--- src/rtl/audio_pkg.sv ---
`default_nettype none
// +-----------------------------------------------------------------------+
// | Package : audio_pkg                                                   |
// | Brief   : Shared audio-path constants and capture/playback state type |
// | Rev     : 1.0  initial release                                        |
// +-----------------------------------------------------------------------+
package audio_pkg;

  localparam int c_DEPTH    = 16384;
  localparam int c_ADDR_W   = 14;
  localparam int c_SAMPLE_W = 10;

  typedef enum logic [1:0] {
    ST_IDLE    = 2'd0,
    ST_ARM     = 2'd1,
    ST_CAPTURE = 2'd2,
    ST_DONE    = 2'd3
  } audio_state_t;

endpackage
`default_nettype wire

--- src/rtl/mic_capture_if.sv ---
`default_nettype none
// +-----------------------------------------------------------------------+
// | Interface : mic_capture_if                                            |
// | Brief     : Audio-controller input FIFO plus capture RAM write port   |
// | Rev       : 1.0  initial release                                      |
// +-----------------------------------------------------------------------+
interface mic_capture_if
  import audio_pkg::*;
#(
  parameter int ADDR_W   = c_ADDR_W,
  parameter int SAMPLE_W = c_SAMPLE_W
) ();

  logic                audio_in_available;
  logic [31:0]         left_channel_audio_in;
  logic                read_audio_in;
  logic [ADDR_W-1:0]   mem_address;
  logic [SAMPLE_W-1:0] mem_data;
  logic                mem_wren;

  modport master (
    input  audio_in_available, left_channel_audio_in,
    output read_audio_in, mem_address, mem_data, mem_wren
  );

  modport slave (
    output audio_in_available, left_channel_audio_in,
    input  read_audio_in, mem_address, mem_data, mem_wren
  );

endinterface
`default_nettype wire

--- src/rtl/mic_capture_sample_conditioner.sv ---
`default_nettype none
// +-----------------------------------------------------------------------+
// | Module : sample_conditioner                                           |
// | Brief  : Sample truncation, decimation phase and saturating magnitude |
// | Rev    : 1.0  initial release                                         |
// +-----------------------------------------------------------------------+
module sample_conditioner
  import audio_pkg::*;
#(
  parameter int SAMPLE_W = c_SAMPLE_W,
  parameter int DECIM    = 1
) (
  input  wire logic                CLOCK_50,
  input  wire logic                resetn,
  input  wire logic                clear,
  input  wire logic                advance,
  input  wire logic [31:0]         word,
  output logic                     keep,
  output logic [SAMPLE_W-1:0]      sample,
  output logic [SAMPLE_W-2:0]      magnitude
);

  localparam logic [3:0] c_LAST = 4'(DECIM - 1);

  logic [3:0]          r_decim_cnt;
  logic [SAMPLE_W-1:0] w_neg;
  logic                w_is_min;
  logic                w_unused_bits;

  always_ff @(posedge CLOCK_50 or negedge resetn) begin
    if (!resetn) begin
      r_decim_cnt <= '0;
    end else if (clear) begin
      r_decim_cnt <= '0;
    end else if (advance) begin
      r_decim_cnt <= (r_decim_cnt == c_LAST) ? 4'd0 : r_decim_cnt + 4'd1;
    end
  end

  assign keep   = (r_decim_cnt == 4'd0);
  assign sample = word[31 -: SAMPLE_W];

  // The most negative code has no positive twin, so it clips to full scale.
  assign w_neg     = -sample;
  assign w_is_min  = sample[SAMPLE_W-1] & ~(|sample[SAMPLE_W-2:0]);
  assign magnitude = !sample[SAMPLE_W-1] ? sample[SAMPLE_W-2:0] :
                     w_is_min            ? '1                   :
                                           w_neg[SAMPLE_W-2:0];

  assign w_unused_bits = &{1'b0, word[31-SAMPLE_W:0]};

endmodule
`default_nettype wire

--- src/rtl/mic_capture.sv ---
`default_nettype none
// +-----------------------------------------------------------------------+
// | Module : mic_capture                                                  |
// | Brief  : Captures decimated microphone samples into a RAM buffer      |
// | Rev    : 1.0  initial release                                         |
// +-----------------------------------------------------------------------+
module mic_capture
  import audio_pkg::*;
#(
  parameter int DEPTH    = c_DEPTH,
  parameter int ADDR_W   = c_ADDR_W,
  parameter int SAMPLE_W = c_SAMPLE_W,
  parameter int DECIM    = 1
) (
  input  wire logic             CLOCK_50,
  input  wire logic             resetn,
  input  wire logic             start,
  input  wire logic             stop,
  mic_capture_if.master         bus,
  output logic                  busy,
  output logic                  done,
  output logic [ADDR_W:0]       sample_count,
  output logic [SAMPLE_W-2:0]   peak
);

  localparam logic [ADDR_W:0] c_LAST_CNT = (ADDR_W+1)'(DEPTH - 1);
  localparam logic [ADDR_W:0] c_ONE      = (ADDR_W+1)'(1);

  audio_state_t        r_state;
  audio_state_t        w_state_nxt;
  logic                r_busy;
  logic                r_done;
  logic                r_mem_wren;
  logic [ADDR_W-1:0]   r_mem_address;
  logic [SAMPLE_W-1:0] r_mem_data;
  logic [ADDR_W:0]     r_sample_count;
  logic [SAMPLE_W-2:0] r_peak;

  logic                w_pop;
  logic                w_start_ok;
  logic                w_capture;
  logic                w_keep;
  logic                w_kept;
  logic                w_last;
  logic [SAMPLE_W-1:0] w_sample;
  logic [SAMPLE_W-2:0] w_mag;

  // The FIFO is drained unconditionally, even while held in reset.
  assign bus.read_audio_in = bus.audio_in_available;
  assign w_pop             = bus.audio_in_available;

  assign w_start_ok = start && ((r_state == ST_IDLE) || (r_state == ST_DONE));
  assign w_capture  = (r_state == ST_CAPTURE);
  assign w_kept     = w_capture && w_pop && w_keep;
  assign w_last     = w_kept && (r_sample_count == c_LAST_CNT);

  sample_conditioner #(
    .SAMPLE_W (SAMPLE_W),
    .DECIM    (DECIM)
  ) u_cond (
    .CLOCK_50  (CLOCK_50),
    .resetn    (resetn),
    .clear     (w_start_ok),
    .advance   (w_capture && w_pop),
    .word      (bus.left_channel_audio_in),
    .keep      (w_keep),
    .sample    (w_sample),
    .magnitude (w_mag)
  );

  always_comb begin
    w_state_nxt = r_state;
    case (r_state)
      ST_IDLE, ST_DONE: if (start) w_state_nxt = ST_ARM;
      ST_ARM: begin
        if (stop)       w_state_nxt = ST_DONE;
        else if (w_pop) w_state_nxt = ST_CAPTURE;
      end
      ST_CAPTURE: if (stop || w_last) w_state_nxt = ST_DONE;
      default:    w_state_nxt = ST_IDLE;
    endcase
  end

  always_ff @(posedge CLOCK_50 or negedge resetn) begin
    if (!resetn) begin
      r_state        <= ST_IDLE;
      r_busy         <= 1'b0;
      r_done         <= 1'b0;
      r_mem_wren     <= 1'b0;
      r_mem_address  <= '0;
      r_mem_data     <= '0;
      r_sample_count <= '0;
      r_peak         <= '0;
    end else begin
      r_state    <= w_state_nxt;
      r_busy     <= (w_state_nxt == ST_ARM) || (w_state_nxt == ST_CAPTURE);
      r_done     <= (w_state_nxt == ST_DONE);
      r_mem_wren <= w_kept;
      if (w_start_ok) begin
        r_sample_count <= '0;
        r_peak         <= '0;
      end
      // Write, count and peak all land on the edge after the pop.
      if (w_kept) begin
        r_mem_address  <= r_sample_count[ADDR_W-1:0];
        r_mem_data     <= w_sample;
        r_sample_count <= r_sample_count + c_ONE;
        if (w_mag > r_peak) r_peak <= w_mag;
      end
    end
  end

  assign bus.mem_wren    = r_mem_wren;
  assign bus.mem_address = r_mem_address;
  assign bus.mem_data    = r_mem_data;
  assign busy            = r_busy;
  assign done            = r_done;
  assign sample_count    = r_sample_count;
  assign peak            = r_peak;

endmodule
`default_nettype wire

--- src/flat_wrapper.sv ---
// flat-port wrapper written by rule: the top's interface ports become plain ports
module mic_capture_flat import audio_pkg::*;
#(
  parameter int DEPTH    = c_DEPTH,
  parameter int ADDR_W   = c_ADDR_W,
  parameter int SAMPLE_W = c_SAMPLE_W,
  parameter int DECIM    = 1
)
  (CLOCK_50, resetn, start, stop, busy, done, sample_count, peak, bus_audio_in_available, bus_left_channel_audio_in, bus_read_audio_in, bus_mem_address, bus_mem_data, bus_mem_wren);
  mic_capture_if #(.ADDR_W(ADDR_W), .SAMPLE_W(SAMPLE_W)) bus_i ();
  input  wire logic CLOCK_50;
  input  wire logic resetn;
  input  wire logic start;
  input  wire logic stop;
  output logic busy;
  output logic done;
  output logic [ADDR_W:0] sample_count;
  output logic [SAMPLE_W-2:0] peak;
  input wire logic [$bits(bus_i.audio_in_available)-1:0] bus_audio_in_available;
  input wire logic [$bits(bus_i.left_channel_audio_in)-1:0] bus_left_channel_audio_in;
  output wire logic [$bits(bus_i.read_audio_in)-1:0] bus_read_audio_in;
  output wire logic [$bits(bus_i.mem_address)-1:0] bus_mem_address;
  output wire logic [$bits(bus_i.mem_data)-1:0] bus_mem_data;
  output wire logic [$bits(bus_i.mem_wren)-1:0] bus_mem_wren;
  assign bus_i.audio_in_available = bus_audio_in_available;
  assign bus_i.left_channel_audio_in = bus_left_channel_audio_in;
  assign bus_read_audio_in = bus_i.read_audio_in;
  assign bus_mem_address = bus_i.mem_address;
  assign bus_mem_data = bus_i.mem_data;
  assign bus_mem_wren = bus_i.mem_wren;
  mic_capture #(.DEPTH(DEPTH), .ADDR_W(ADDR_W), .SAMPLE_W(SAMPLE_W), .DECIM(DECIM)) u_core (.CLOCK_50(CLOCK_50), .resetn(resetn), .start(start), .stop(stop), .bus(bus_i), .busy(busy), .done(done), .sample_count(sample_count), .peak(peak));
endmodule
--- config.mk ---
export PLATFORM = sky130hd
export DESIGN_NAME = mic_capture_flat
export DESIGN_NICKNAME = d
export VERILOG_FILES = /design/src/rtl/audio_pkg.sv /design/src/rtl/mic_capture_if.sv /design/src/rtl/mic_capture_sample_conditioner.sv /design/src/rtl/mic_capture.sv /design/src/flat_wrapper.sv
export SDC_FILE = /design/constraint.sdc
export NUM_CORES = 1
export LEC_CHECK = 0
export BUFFER_PORTS_ARGS = -buffer_cell sky130_fd_sc_hd__clkbuf_2
export CAP_MARGIN = 20
export CORE_UTILIZATION = 55
export DETAILED_ROUTE_END_ITERATION = 10
export GPL_ROUTABILITY_DRIVEN = 0
export PLACE_DENSITY = 0.85
export RECOVER_POWER = 25
export SLEW_MARGIN = 10
export SYNTH_ARGS = -nofsm -noshare
export SYNTH_HDL_FRONTEND = slang
export SYNTH_SLANG_ARGS = --single-unit
--- constraint.sdc ---
create_clock -name CLOCK_50 -period 4.5 [get_ports CLOCK_50]
set_input_delay 0.45 -clock CLOCK_50 [delete_from_list [all_inputs] [get_ports CLOCK_50]]
set_output_delay 0.45 -clock CLOCK_50 [all_outputs]
set_load 0.01 [all_outputs]
# Word-level counts from Yosys, hierarchy flattened
# Cells that the tools add are included.
# Widths: inputs -> output; s select.
[op_classes]
add_sub_neg = 3
order_cmp = 1
n_eq_ne = 7
muxes = 15
n_bitwise = 2
reduce_logical = 13
[op_table]
columns = ["cell", "count"]
rows = [
  ["$mux 9", 5],
  ["$mux 15", 2],
  ["$add 15x1->15 const B", 1],
  ["$eq 15x14->1 const B", 1],
  ["$mux 4", 3],
  ["$gt 9x9->1", 1],
  ["$neg 9->9", 1],
  ["$reduce_or 9->1", 1],
  ["$eq 2x2->1 const B", 4],
  ["$mux 2", 4],
  ["$pmux 2 s3", 1],
  ["$add 4x1->4 const B", 1],
  ["$eq 2x1->1 const B", 2],
  ["$logic_and 1x1->1", 4],
  ["$logic_not 4->1", 1],
  ["$reduce_bool 2->1", 2],
  ["$logic_or 1x1->1", 3],
  ["$logic_not 2->1", 1],
  ["$reduce_or 2->1", 1],
  ["$and 1x1->1", 1],
  ["$not 1->1", 1],
]
[totals]
regBits = 57
word_cells = 50

# Logic depth before layout (Yosys ltp)
# Gate-level depths: netlist of the first run.
[depth]
word_depth = 9
depth_mapped = 15

# Cells and area by module
# Synthesis of the first run repeated with hierarchy kept, for this count alone.
[unflattened]
cells_unflattened = 360
hier_area_um2 = 3128.0
[modules_own_cells]
columns = ["module", "n_inst", "cells_each", "area_each_um2"]
rows = [
  ["mic_capture", 1, 285, 2572.5],
  ["sample_conditioner", 1, 75, 555.5],
]

# Least setup slack after synthesis of the first run
# Ideal clock, no wire load.
[synth_path]
path_kind = "input-to-reg"
start = "input bus_left_channel_audio_in[22]"
end = "register u_core.r_peak[1] (netlist: u_core.peak[1])"
arrival_ns = 3.622
required_ns = 4.375
path_slack_ns = 0.753
cell_stages = 15
n_path_buf = 1
path_cell_list = "inv_1 ha_1 or3b_2 or4_1 nor2_1 ha_1 clkbuf_1 and4b_1 nor3_1 ha_1 and3_1 nand3_1 o21ai_2 a21oi_4 mux2_2"
[synth_via]
elab_chain_len = 8
elab_cells_between_ends = 9
[synth_rtl]
columns = ["element", "line_no", "text"]
rows = [
  ["start: declaration", "flat_wrapper.sv:20", "input wire logic [$bits(bus_i.left_channel_audio_in)-1:0] bus_left_channel_audio_in;"],
  ["parallel branches: the longest is 4 deep, another holds $neg 9->9", "n/a", ""],
  ["$mux 9 *", "mic_capture_sample_conditioner.sv:46", "assign magnitude = !sample[SAMPLE_W-1] ? sample[SAMPLE_W-2:0] :"],
  ["$gt 9x9->1", "mic_capture.sv:108", "if (w_mag > r_peak) r_peak <= w_mag;"],
  ["$mux 9 *", "mic_capture.sv:108", ""],
  ["$mux 9 *", "mic_capture.sv:104", "if (w_kept) begin"],
  ["end signal: assignment", "mic_capture.sv:108", ""],
  ["end: declaration", "mic_capture.sv:37", "logic [SAMPLE_W-2:0] r_peak;"],
]
# Every way passes the cells marked *.
# A chain may end at the register's enable or synchronous reset.

# Worst setup path in the final report of the first run
[layout_path]
start = "input bus_left_channel_audio_in[22]"
end = "register u_core.r_peak[4] (netlist: u_core.peak[4])"
# The elaborated chain is that of the path after synthesis.

==> impl_metrics.json, run 1 <==
{
  "status": "finished with violations",
  "violations": "max-capacitance violations, max-slew violations",
  "power.total_mw": 1.90,
  "yosys.area_share.simple_pct": 20.5,
  "path_clk_slew_ns": 0.06,
  "critPathRequiredTime_ns": 4.72,
  "vias": 2633,
  "cts_hold_buf": 0,
  "wirelength_um": 6510,
  "ir_drop_uv": 387,
  "ff_latch_area_um2": 1430,
  "clock_skew_ns": 0.00996,
  "path_cells": "clkbuf_2 > inv_1 > ha_1 > or3b_2 > or4_1 > nor2_1 > ha_1 > and4b_1 > nor3_1 > ha_1 > and3_1 > nand3_1 > o21ai_2 > a21oi_4 > mux2_2",
  "hold_class": "in2reg",
  "worst_pin_slew_ns": 2.98,
  "synth_edf_count": 0,
  "p_leak_nw": 1.86,
  "grt_max_degree": 58,
  "portBuffers": 66,
  "syn-cell-area_um2": 3020,
  "max_cap_viol_count": 1,
  "cts_root_buf": "clkbuf_8",
  "drv_slew": 58,
  "diodes": 0,
  "synthesis.nets": 393,
  "synth_ff_type": "dfrtp_1",
  "drt_first_pass_iters": 4,
  "numCtsBuffers": 9,
  "crit_slowest_cell": "or3b_2",
  "hold_violations": 0,
  "grt_use_total_pct": 24.6,
  "cpPeakStageDelay_ns": 0.48,
  "path_class": "in2reg",
  "die_w_um": 76.1,
  "ys_seq_area_share_pct": 47.2,
  "cts_tree": "done",
  "numClockSinks": 57,
  "startpoint_type": "primary input",
  "antenna_found_initial": 0,
  "area_delta_synth_final_pct": 18.4,
  "relSlewSlack_pct": -98.4,
  "final_nets": 454,
  "avgSynthCellArea_um2": 8.93,
  "grt_pass1_wl_um": 11300,
  "synth_compound_area_share_pct": 14.3,
  "clock_path_buffers": 2,
  "dieArea_um2": 5790,
  "dpl-instance-area_um2": 3370,
  "async_flop_share_pct": 100,
  "insertion_delay_ns": 0.34,
  "yosys.area_share.adder_pct": 7.46,
  "synth_top_family_by_area": "simple AND/OR/NAND/NOR gates",
  "synth-xor-area-share_pct": 1.16,
  "multiInputGateArea_um2": 1440,
  "drc_errors": 0,
  "cp_max_fo": 9,
  "cts.htree.levels": 3,
  "viasPerCell": 5.55,
  "synth.ff_latch_count": 57,
  "min_period_ns": 3.88,
  "hold-worst-slack_ns": 0.366,
  "overflow": 0,
  "fin_setup_tns_ns": 0,
  "ant_nets": 0,
  "post_cts_buffers": 0,
  "nFillCells": 418,
  "rsz0062_at_grt": "false",
  "ys_warn_count": 0,
  "fmax_ghz": 0.258,
  "die_height_um": 76.1,
  "synth_cells": 338,
  "drt-initial-drc-count": 200,
  "endpoint_kind": "flip-flop",
  "powerDensity_nw_per_um2": 531,
  "grt_pass1_vias": 2501,
  "synthMuxAreaShare_pct": 4.35,
  "drive_above_1_share_pct": 23.8,
  "cts_resized": 0,
  "hpwlAfterDp_um": 4430,
  "finalCritPeriodShare_pct": 86.2,
  "synth.distinct_cells": 46,
  "cpMostUsedCell": "ha_1",
  "utilization_pct": 68.7,
  "initial_utilization_pct": 58.0,
  "wire_per_inst_um": 13.7,
  "fin_area_um2": 3580,
  "setup_viol_count_final": 0,
  "num_rows": 26,
  "core_area_um2": 5200,
  "arrival_ns": 4.10,
  "io_pins": 89
}
layer usage:
metal / vias to the layer above / global-route usage, % / share of wire [%]
met2: 81 / 39.5 / 49
met1: 1252 / 32.0 / 45
met3: 15 / 5.39 / 4.5
li1: 1285 / - / -
met5: - / 0 / 0
met4: 0 / 11.0 / 1.6
synth_stat cells, drive strengths merged, types with 2 or more instances:
cell type	instances	area share, %
o22a	5	1.5
a31oi	5	1.0
mux2	9	3.4
nand4	7	1.5
o21ai	31	5.3
xor2	2	0.58
nand2b	2	0.41
o31ai	2	0.50
and3	3	0.62
o311ai	2	0.58
a21oi	17	3.2
nor4	2	0.41
buf	6	1.2
nor3	4	0.66
nor2	24	3.0
dfrtp	57	47
xnor2	2	0.58
inv	17	2.3
nand3	8	1.3
mux2i	3	0.99
or4	2	0.50
nand2	84	11
clkbuf	12	1.5
ha	18	7.5
state kept, by name, summed over array words and instances, names as in the netlist:
name,count
u_core.bus.mem_address,14
u_core.bus.mem_data,10
u_core.bus.mem_wren,1
u_core.busy,1
u_core.done,1
u_core.peak,9
u_core.r_state,2
u_core.sample_count,15
u_core.u_cond.r_decim_cnt,4
kinds of logic (layout without fill, tap and decap cells):
family,count (synthesis),count (layout)
fa+ha+maj,18,18
compound gates,70,70
xor+xnor,4,4
simple gates,142,142
buf+inv,35,101
mux,12,12
flops,57,57
report_power, final:
part           leakage (nW)  switching, mW  internal [mW]
Clock                 0.106          0.204          0.309
Sequential            0.769         0.0737          0.630
Combinational         0.983          0.420          0.263
Total                  1.86          0.698           1.20
worst max-delay path, delay by kind of cell:
family	cells	cell delay [ns]
AO/OA/AOI/OAI	2	0.37
adder cells (fa/ha/maj)	3	0.83
buffers and inverters	2	0.21
multiplexers	1	0.38
AND/OR/NAND/NOR	7	1.86
stage by stage:
stage | instances | setup WS, ns
floorplan | 338 | 0.753
CTS | 474 | 0.660
detailed placement | 458 | 0.310
finish | 474 | 0.623
global placement | 458 | 0.384
global route | 474 | 0.428
layout make-up:
cell class	count	share of cell area (%)
multi-input combinational	246	40.3
sequential	57	39.9
timing repair buffer	68	9.55
clock buffer	10	3.57
tap	70	2.45
clock inverter	6	2.31
inverter	17	1.92
cell usage in the layout (no fill, tap or decap), types with 2 or more instances in the layout:
cell       synthesis  layout
o31ai_1            2       2
o21ai_1            4       4
mux2_2             9       9
or4_1              2       2
clkbuf_2           0      66
xor2_1             2       2
a31oi_1            5       5
xnor2_1            2       2
nand4_1            7       7
clkbuf_1          12       2
nand3_1            8       8
inv_1             16      16
and3_1             3       3
nor2_1            24      24
nor4_1             2       2
ha_1              18      18
o21ai_0           26      26
nand2b_1           2       2
o311ai_0           2       2
o22a_1             5       5
a21oi_1           16      16
mux2i_1            3       3
nand2_1           83      83
bufinv_16          0       2
clkinv_2           0       3
clkbuf_8           0       9
nor3_1             4       4
dfrtp_1           57      57
worst paths after layout:
kind                                                       startpoint                                    end  slack [ns]  cells after the start
worst max-delay path                    bus_left_channel_audio_in[22]               u_core.peak[4]$_DFF_PN0_        0.62                     15
worst min-delay path                    bus_left_channel_audio_in[29]     u_core.bus.mem_data[7]$_DFFE_PN0P_        0.37                      3
worst max register to register            u_core.r_state[0]$_DFF_PN0_                  u_core.busy$_DFF_PN0_        1.47                     10
worst min register to register  u_core.bus.mem_address[2]$_DFFE_PN0P_  u_core.bus.mem_address[2]$_DFFE_PN0P_        0.48                      2
min in group asynchronous                                      resetn     u_core.bus.mem_data[4]$_DFFE_PN0P_        1.19                      2
max in group asynchronous                                      resetn            u_core.r_state[0]$_DFF_PN0_        1.64                      2
Power figures use the tool's default switching activity.
==> run 2: changes to the inputs <==
--- a/config.mk
+++ b/config.mk
@@ -7,10 +7,10 @@
 export LEC_CHECK = 0
 export BUFFER_PORTS_ARGS = -buffer_cell sky130_fd_sc_hd__clkbuf_2
 export CAP_MARGIN = 20
-export CORE_UTILIZATION = 55
+export CORE_UTILIZATION = 56
 export DETAILED_ROUTE_END_ITERATION = 10
 export GPL_ROUTABILITY_DRIVEN = 0
-export PLACE_DENSITY = 0.85
+export PLACE_DENSITY = 0.87
 export RECOVER_POWER = 25
 export SLEW_MARGIN = 10
 export SYNTH_ARGS = -nofsm -noshare
==> run 2 against run 1 <==
The flow still finishes with violations (max-capacitance violations, max-slew violations). Worst hold slack worse by 0.0035 ns. Total power is 1.2% lower. Non-clock buffer count stayed put. Clock power is 6.4% lower. Sequential power hardly changed. Routed wire length is 2.8% higher. Combinational power is 1% higher. Via count is 0.23% higher. Cell area is 0.42% lower.
==> impl_metrics.json, run 2 (same netlist as run 1, synthesis figures left out) <==
{
  "dieArea_um2": 5690,
  "path_clk_slew_ns": 0.06,
  "seqPwrFrac_pct": 37.6,
  "grt_use_total_pct": 24.9,
  "hold_class": "in2reg",
  "crit_slowest_cell": "or3b_2",
  "finalCritPeriodShare_pct": 88.2,
  "num_rows": 26,
  "wire_per_inst_um": 14.2,
  "cp_max_fo": 9,
  "vias": 2639,
  "switching_share_pct": 37.4,
  "ant_nets": 0,
  "diodes": 0,
  "relSlewSlack_pct": -96.6,
  "overflow": 0,
  "path_class": "in2reg",
  "crit_buf_inv": 2,
  "cts_root_buf": "clkbuf_8",
  "layout_commonest_cell": "nand2_1",
  "path_delay_family": "simple AND/OR/NAND/NOR gates",
  "drv_slew": 58,
  "cts_hold_buf": 0,
  "cts.htree.levels": 3,
  "status": "finished with violations",
  "endpoint_kind": "flip-flop",
  "drt-initial-drc-count": 229,
  "final_nets": 454,
  "cts_tree": "done",
  "multiInputGateArea_um2": 1440,
  "grt_max_degree": 58,
  "hold_violations": 0,
  "viasPerCell": 5.58,
  "cpPeakStageDelay_ns": 0.49,
  "die_height_um": 75.4,
  "grt_pass1_vias": 2342,
  "p_leak_nw": 1.85,
  "largest_reg_flops": 15,
  "insertion_delay_ns": 0.34,
  "utilization_pct": 69.3,
  "drive_above_1_share_pct": 23.6,
  "min_period_ns": 3.97,
  "arrival_ns": 4.20,
  "drc_errors": 0,
  "fin_setup_tns_ns": 0,
  "cpMostUsedCell": "ha_1",
  "grt_pass1_wl_um": 10400,
  "hpwlAfterDp_um": 4620,
  "fmax_ghz": 0.252,
  "wirelength_um": 6700,
  "io_pins": 89,
  "hold-worst-slack_ns": 0.363,
  "die_w_um": 75.4,
  "numClockSinks": 57,
  "critPathRequiredTime_ns": 4.73,
  "setup_viol_count_final": 0,
  "power_frac_comb_pct": 36.9,
  "post_cts_buffers": 0,
  "nFillCells": 423,
  "power.switching_mw": 0.702,
  "rsz0062_at_grt": "false",
  "core_area_um2": 5140,
  "violations": "max-capacitance violations, max-slew violations",
  "clock_path_buffers": 2,
  "layout_common_cells": "nand2_1, clkbuf_2, dfrtp_1",
  "dpl-instance-area_um2": 3370,
  "worst_pin_slew_ns": 2.95,
  "power_frac_clock_pct": 25.5,
  "path_cells": "clkbuf_2 > inv_1 > ha_1 > or3b_2 > or4_1 > nor2_1 > ha_1 > and4b_1 > nor3_1 > ha_1 > and3_1 > nand3_1 > o21ai_2 > a21oi_4 > mux2_2",
  "clock_skew_ns": 0.00606,
  "max_cap_viol_count": 1,
  "ir_drop_uv": 403,
  "power.internal_mw": 1.18,
  "drt_first_pass_iters": 4,
  "area_delta_synth_final_pct": 17.9,
  "cts_resized": 0,
  "antenna_found_initial": 0,
  "portBuffers": 66,
  "fin_area_um2": 3560,
  "startpoint_type": "primary input",
  "powerDensity_nw_per_um2": 527,
  "ff_latch_area_um2": 1430,
  "initial_utilization_pct": 58.7,
  "numCtsBuffers": 9
}
run 2: changes by cell type in the layout (fill, tap and decap cells not counted):
| cell | change |
|---|---|
| bufinv_16 | -1 |
| clkbuf_8 | +2 |
| clkinv_2 | -1 |
| clkinvlp_4 | -1 |
run 2: worst reg2reg max path, delay by kind of cell (launching register included):
family                     cells  cell delay (ns)
and+or+nand+nor                3             0.78
buffers and inverters          3             0.69
adders and majority gates      2             0.50
AOI/OAI and AO/OA              2             0.56
DFF                            1             0.38
run 2: path summary, 6_finish.rpt:
kind,cells after the start,to,slack (ns),from
setup reg to reg,10,u_core.busy$_DFF_PN0_,1.49,u_core.r_state[0]$_DFF_PN0_
min in group asynchronous,2,u_core.bus.mem_address[2]$_DFFE_PN0P_,1.15,resetn
hold reg to reg,2,u_core.bus.mem_data[3]$_DFFE_PN0P_,0.47,u_core.bus.mem_data[3]$_DFFE_PN0P_
max in group asynchronous,2,u_core.busy$_DFF_PN0_,1.67,resetn
hold / removal,3,u_core.bus.mem_data[7]$_DFFE_PN0P_,0.36,bus_left_channel_audio_in[29]
setup / recovery,15,u_core.peak[6]$_DFF_PN0_,0.53,bus_left_channel_audio_in[22]
run 2: final cells by class:
| type | count | area share (%) |
|---|---|---|
| multi-input cells | 246 | 40.5 |
| well taps | 70 | 2.46 |
| clock inverters | 3 | 1.12 |
| clock buffers | 12 | 4.36 |
| flip-flops and latches | 57 | 40.1 |
| repair buffers | 68 | 9.59 |
| inverters | 17 | 1.93 |
run 2: per-stage QoR:
step	setup WS [ns]	power [mW]	std cells
after floorplan	0.753	1.18	338
after global placement	0.355	1.36	458
after detailed placement	0.236	1.41	458
after CTS	0.582	1.89	473
after global routing	0.380	2.00	473
final	0.531	1.88	473
run 2: per-layer routing:
metal | vias to the layer above | share of wire, % | routed length, um | GRT usage (%)
met2 | 93 | 48 | 3190 | 39.4
met1 | 1247 | 45 | 2990 | 32.9
met4 | 0 | 2.1 | 143 | 13.8
li1 | 1284 | - | - | -
met5 | - | 0 | 0 | 0
met3 | 15 | 5.4 | 364 | 4.10
run 2: power groups by stage:
stage	Combinational, mW	Sequential, mW	Clock, mW
3_3_place_gp	0.653	0.706	0
5_1_grt	0.782	0.718	0.495
6_report	0.693	0.705	0.479
3_5_place_dp	0.695	0.713	0
4_1_cts	0.700	0.705	0.482
2_1_floorplan	0.428	0.748	0
